`src/rtl/spiker_result_capture.sv`:
```
// -----------------------------------------------------------------------------
// spiker_result_capture
//   Double-buffered capture of the spiker core's result vector into
//   WIDTH-bit register words. A snapshot is loaded into the visible bank
//   directly or parked in a shadow bank until the visible one is acknowledged.
//   mode_i selects overwrite (0) or hold (1) behaviour. The block also tracks
//   overflow, counts samples (wrapping) and drops (saturating), and optionally
//   timestamps each commit.
//
// Optional feature macro: SPIKER_CAPTURE_TS_EN (adds TS_W, ts_o, cycle counter)
//
// Ports
//   clk_i        : clock, rising edge
//   rst_ni       : asynchronous active-low reset
//   data_out_i   : DATA_WIDTH result vector, sampled while sample_i is high
//   sample_i     : one-cycle capture strobe
//   ack_i        : software acknowledge of the visible bank
//   clear_i      : synchronous clear, highest priority
//   mode_i       : 0 = overwrite, 1 = hold
//   result_o     : visible bank, word i at [i*WIDTH +: WIDTH]
//   result_de_o  : pulses in the cycle after result_o is loaded
//   valid_o      : visible bank holds an unacknowledged snapshot
//   pending_o    : shadow bank holds a snapshot
//   overflow_o   : sticky, a snapshot was dropped
//   sample_cnt_o : accepted samples, wrapping
//   drop_cnt_o   : dropped snapshots, saturating
//   ts_o         : timestamp of the snapshot in result_o (macro only)
// -----------------------------------------------------------------------------
module spiker_result_capture #(
  parameter int unsigned WIDTH      = 32,
  parameter int unsigned DATA_WIDTH = 800,
  parameter int unsigned CNT_W      = 16
`ifdef SPIKER_CAPTURE_TS_EN
  ,
  parameter int unsigned TS_W       = 32
`endif
) (
  input  logic                                             clk_i,
  input  logic                                             rst_ni,
  input  logic [DATA_WIDTH-1:0]                            data_out_i,
  input  logic                                             sample_i,
  input  logic                                             ack_i,
  input  logic                                             clear_i,
  input  logic                                             mode_i,
  output logic [((DATA_WIDTH+WIDTH-1)/WIDTH)*WIDTH-1:0]    result_o,
  output logic                                             result_de_o,
  output logic                                             valid_o,
  output logic                                             pending_o,
  output logic                                             overflow_o,
  output logic [CNT_W-1:0]                                 sample_cnt_o,
  output logic [CNT_W-1:0]                                 drop_cnt_o
`ifdef SPIKER_CAPTURE_TS_EN
  ,
  output logic [TS_W-1:0]                                  ts_o
`endif
);

  localparam int unsigned N_REG  = (DATA_WIDTH + WIDTH - 1) / WIDTH;
  localparam int unsigned BANK_W = N_REG * WIDTH;

  typedef enum logic [1:0] {
    EMPTY        = 2'd0,
    FULL         = 2'd1,
    FULL_PENDING = 2'd2
  } state_e;

  state_e              state_q, state_d;
  logic [BANK_W-1:0]   data_pad;
  logic [BANK_W-1:0]   result_q;
  logic [BANK_W-1:0]   shadow_q;
  logic                result_de_q;
  logic                overflow_q;
  logic [CNT_W-1:0]    sample_cnt_q;
  logic [CNT_W-1:0]    drop_cnt_q;

  logic                load_direct;   // result <= incoming data
  logic                load_commit;   // result <= shadow
  logic                shadow_load;   // shadow <= incoming data
  logic                drop;          // an unread shadow snapshot is overwritten

  // Bits of the top word beyond DATA_WIDTH read as zero.
  always_comb begin
    data_pad                   = '0;
    data_pad[DATA_WIDTH-1:0]   = data_out_i;
  end

  always_ff @(posedge clk_i or negedge rst_ni) begin
    if (!rst_ni) state_q <= EMPTY;
    else         state_q <= state_d;
  end

  always_comb begin
    state_d     = state_q;
    load_direct = 1'b0;
    load_commit = 1'b0;
    shadow_load = 1'b0;
    drop        = 1'b0;
    if (mode_i) begin
      case (state_q)
        EMPTY: begin
          if (sample_i) begin
            load_direct = 1'b1;
            state_d     = FULL;
          end
        end
        FULL: begin
          if (sample_i && ack_i) begin
            load_direct = 1'b1;
          end else if (sample_i) begin
            shadow_load = 1'b1;
            state_d     = FULL_PENDING;
          end else if (ack_i) begin
            state_d     = EMPTY;
          end
        end
        FULL_PENDING: begin
          if (ack_i) begin
            // Shadow moves up; a simultaneous sample refills the shadow.
            load_commit = 1'b1;
            shadow_load = sample_i;
            state_d     = sample_i ? FULL_PENDING : FULL;
          end else if (sample_i) begin
            shadow_load = 1'b1;
            drop        = 1'b1;
          end
        end
        default: state_d = EMPTY;
      endcase
    end else begin
      // Overwrite mode: a fresh sample always wins; a leftover shadow from
      // hold mode is committed once and then the shadow stays unused.
      if (sample_i) begin
        load_direct = 1'b1;
        state_d     = FULL;
      end else if (state_q == FULL_PENDING) begin
        load_commit = 1'b1;
        state_d     = FULL;
      end else if (state_q == FULL && ack_i) begin
        state_d     = EMPTY;
      end
    end
    if (clear_i) begin
      state_d     = EMPTY;
      load_direct = 1'b0;
      load_commit = 1'b0;
      shadow_load = 1'b0;
      drop        = 1'b0;
    end
  end

  always_ff @(posedge clk_i or negedge rst_ni) begin
    if (!rst_ni) begin
      result_q     <= '0;
      shadow_q     <= '0;
      result_de_q  <= 1'b0;
      overflow_q   <= 1'b0;
      sample_cnt_q <= '0;
      drop_cnt_q   <= '0;
    end else if (clear_i) begin
      result_q     <= '0;
      shadow_q     <= '0;
      result_de_q  <= 1'b0;
      overflow_q   <= 1'b0;
      sample_cnt_q <= '0;
      drop_cnt_q   <= '0;
    end else begin
      if (load_direct)      result_q <= data_pad;
      else if (load_commit) result_q <= shadow_q;
      if (shadow_load)      shadow_q <= data_pad;
      result_de_q <= load_direct | load_commit;
      if (drop)             overflow_q <= 1'b1;
      if (sample_i)         sample_cnt_q <= sample_cnt_q + 1'b1;
      if (drop && (drop_cnt_q != {CNT_W{1'b1}})) drop_cnt_q <= drop_cnt_q + 1'b1;
    end
  end

`ifdef SPIKER_CAPTURE_TS_EN
  logic [TS_W-1:0] ts_cnt_q;
  logic [TS_W-1:0] ts_q;
  logic [TS_W-1:0] shadow_ts_q;

  // Timestamp travels with its snapshot through the same load paths.
  always_ff @(posedge clk_i or negedge rst_ni) begin
    if (!rst_ni) begin
      ts_cnt_q    <= '0;
      ts_q        <= '0;
      shadow_ts_q <= '0;
    end else if (clear_i) begin
      ts_cnt_q    <= '0;
      ts_q        <= '0;
      shadow_ts_q <= '0;
    end else begin
      ts_cnt_q <= ts_cnt_q + 1'b1;
      if (load_direct)      ts_q <= ts_cnt_q;
      else if (load_commit) ts_q <= shadow_ts_q;
      if (shadow_load)      shadow_ts_q <= ts_cnt_q;
    end
  end

  assign ts_o = ts_q;
`endif

  assign result_o     = result_q;
  assign result_de_o  = result_de_q;
  assign valid_o      = (state_q != EMPTY);
  assign pending_o    = (state_q == FULL_PENDING);
  assign overflow_o   = overflow_q;
  assign sample_cnt_o = sample_cnt_q;
  assign drop_cnt_o   = drop_cnt_q;

endmodule

```
`config.mk`:
```
export PLATFORM = sky130hd
export DESIGN_NAME = spiker_result_capture
export DESIGN_NICKNAME = d
export VERILOG_FILES = /design/src/rtl/spiker_result_capture.sv
export SDC_FILE = /design/constraint.sdc
export NUM_CORES = 2
export LEC_CHECK = 0
export BUFFER_PORTS_ARGS = -buffer_cell sky130_fd_sc_hd__buf_2
export CAP_MARGIN = 10
export CORE_AREA = 2 2 643 645
export DETAILED_ROUTE_END_ITERATION = 6
export DIE_AREA = 0 0 645 647
export PLACE_DENSITY = 0.45
export SLEW_MARGIN = 10
export SYNTH_ARGS = -nofsm -noshare
export SYNTH_HDL_FRONTEND = slang
export SYNTH_SLANG_ARGS = --single-unit
export TNS_END_PERCENT = 1
```
`constraint.sdc`:
```
create_clock -name clk_i -period 5.1 [get_ports clk_i]
set_clock_uncertainty 0.05 [all_clocks]
set_input_delay 1.02 -clock clk_i [delete_from_list [all_inputs] [get_ports clk_i]]
set_output_delay 1.02 -clock clk_i [all_outputs]
set_load 0.02 [all_outputs]
```
==> out/qor.yml <==
status:
  status: "finished, final reports clean"
yosys:
  avgSynthCellArea_um2: 8.93
  yosys.area.top_type: "dfrtp_1"
  synthesis.nets: 8946
  synthTopCellsByArea: "dfrtp_1 (56%), nand2_1 (17%), a311oi_1 (7.4%)"
  synthArstFlopShare_pct: 100
  yosysSeqAreaShare_pct: 56.4
  syn-cell-area_um2: 72600
  ys.flop_type: "dfrtp_1"
  synth_cell_type_count: 54
  netlist_instances: 8133
  ys_ff_latch: 1636
  synth_edf_count: 0
  synth_warnings: 0
  synth_top_cell_area_share_pct: 56.4
cts:
  h-tree-depth: 4
  cts_resized: 0
  clk_pin_slew_ns: 0.05
  cts-root-buf: "clkbuf_16"
  tritoncts: "built"
  cts_made_buffers: 206
  cts.sinks: 1636
  cts_max_path_buffers: 4
  cts_setup_buffers: 0
  clock_latency_ns: 0.91
  ctsHoldBuffers: 0
worst_setup_path:
  path_class: "reg2out"
  r2r-start: "state_q[0]"
  critPathLaunch: "state_q[0]"
  rr_worst_depth: 8
  crit_path_end_kind: "primary output"
  r2r_setup_slack_ns: 2.04
  arrival_ns: 2.31
  cp.required_ns: 4.03
  start_kind: "flop"
  path_max_fanout: 11
  timing.rr.end: "result_o[500]"
drt:
  drc: 0
  drt-pass1-iter-count: 6
  drt_iter0_markers: 6185
  wl_mm: 361
  viasPerCell: 4.41
  drt-wirelength-per-cell_um: 23.7
  vias: 67000
  drtAntennaViolNets: 0
placed_design:
  place_congestion: 0.904
  io_buffers: 1641
  place_ws_ns: 1.50
  post-dp-hpwl_mm: 261
sta:
  tightest_slew_ns: 0.918
  fmax_ghz: 0.296
  setup_slack_ns: 1.72
  min_period_ns: 3.38
  period_share_pct: 66.2
  holdWs_ns: 0.135
  rsz0062_at_grt: "false"
  setup_violations: 0
  finalMaxSlewViolations: 0
  slew_headroom_pct: 38.8
  hold_viol_final: 0
  final.setup.tns_ns: 0
die:
  die_x_um: 645
  core_um2: 411000
  die_area_um2: 417000
  rows: 236
  initial_utilization_pct: 17.7
  chipHeight_um: 647
  ios: 1642
global_route:
  grt_pass1_vias: 63100
  antenna_found_initial: 240
  grt_pass1_wl_mm: 501
  overflow: 0
  grt_start_max_net_pins: 141
  gr-usage-all-layers_pct: 16.4
power:
  power_density_nw_per_um2: 363
  leakage_uw: 0.0405
  peakVddDrop_mv: 0.272
layout:
  final_nets: 10300
  area.growth.synth_to_final_pct: 29.6
  drive_gt1_share_pct: 24.6
run:
  cap_violations: 0
worst_hold_path:
  min_path_type: "in2async"
[synthesized netlist by cell type, types with 2 or more instances]
library cell / instances
nand2_1: 3211
dfrtp_1: 1636
nor2_1: 826
a21oi_1: 811
a311oi_1: 613
buf_2: 405
clkbuf_1: 301
a311oi_2: 190
buf_4: 10
nand3_1: 9
xnor2_1: 9
nor2b_1: 8
ha_1: 7
mux2_1: 7
nand4_1: 7
nor3_1: 7
nor4_1: 7
inv_1: 6
o31ai_1: 5
and4_1: 4
nand2b_1: 4
or4_1: 4
a31oi_1: 3
buf_1: 3
mux2i_1: 3
o21ai_0: 3
or3_1: 3
xor2_1: 3
buf_6: 2
or2_2: 2
[per-layer routing]
layer	track usage (%)	wire length, µm
met1	21.2	152000
met2	25.5	163000
met3	5.29	30200
met4	6.17	14500
met5	0	779
[layout make-up]
| class | instances | area [µm²] |
|---|---|---|
| fillers | 45400 | 317000 |
| clock buffers | 330 | 6360 |
| multi-input cells | 5768 | 28400 |
| inverters | 7 | 26.3 |
| repair buffers | 1851 | 10700 |
| well taps | 5474 | 6850 |
| diodes | 85 | 213 |
| clock inverters | 44 | 624 |
| flip-flops and latches | 1636 | 40900 |
[worst max-delay path by stage]
stage,endpoint,slack (ns),cells past startpoint
floorplan,drop_cnt_o[15],2.68,5
global placement,result_o[578],1.53,7
detailed placement,result_o[144],1.50,7
CTS,pending_o,1.58,3
global route,pending_o,1.54,3
finish,pending_o,1.72,3
[layout by cell type, fill, tap and decap left out, types with 9 or more instances in the layout]
cell,Yosys,routed
a21oi_1,811,811
a311oi_1,613,613
xnor2_1,9,9
bufinv_16,0,11
dfrtp_1,1636,1636
nand3_1,9,9
nor2_1,826,826
clkbuf_1,301,55
clkbuf_16,0,210
diode_2,0,85
buf_4,10,139
nand2_1,3211,3211
clkinv_2,0,18
buf_2,405,1639
buf_12,0,73
a311oi_2,190,190
clkbuf_8,0,65
[state kept, by name, indices dropped and copies added (netlist names)]
name and count:
result_o 800, drop_cnt_o 16, shadow_q 800, overflow_o 1
state_q 2, result_de_o 1, sample_cnt_o 16
[through the flow]
stage | util (%) | total power [µW] | cells | area (µm²)
floorplan | - | 16500 | 8133 | 72600
global placement | 21.2 | 19100 | 14700 | 87000
detailed placement | 21.2 | 19100 | 14700 | 87000
CTS | 22.9 | 34600 | 15100 | 93900
global route | 22.9 | 35400 | 15100 | 94000
finish | 22.9 | 34100 | 15200 | 94200
[logic make-up after synthesis]
kind of cell / after synthesis / synth area share, %
flip-flops: 1636 / 56.4
adder cells (fa/ha/maj): 7 / 0.121
buffers and inverters: 729 / 4.54
AND/OR/NAND/NOR: 4102 / 21.5
XOR/XNOR: 12 / 0.145
multiplexers: 11 / 0.171
AO/OA/AOI/OAI: 1636 / 17.2
[critical path, stage by stage, from the launching register on]
cell,delay (ns)
dfrtp_1,0.43
inv_1,0.10
ha_1,0.51
buf_2,0.35
[power breakdown]
| part | leakage (µW) | internal (µW) | switching (µW) | total [µW] |
|---|---|---|---|---|
| clock network | 0.00343 | 9070 | 6260 | 15300 |
| logic | 0.0150 | 1340 | 3320 | 4660 |
| registers | 0.0221 | 13600 | 521 | 14100 |
No activity file was read; power rests on OpenSTA's default activity.
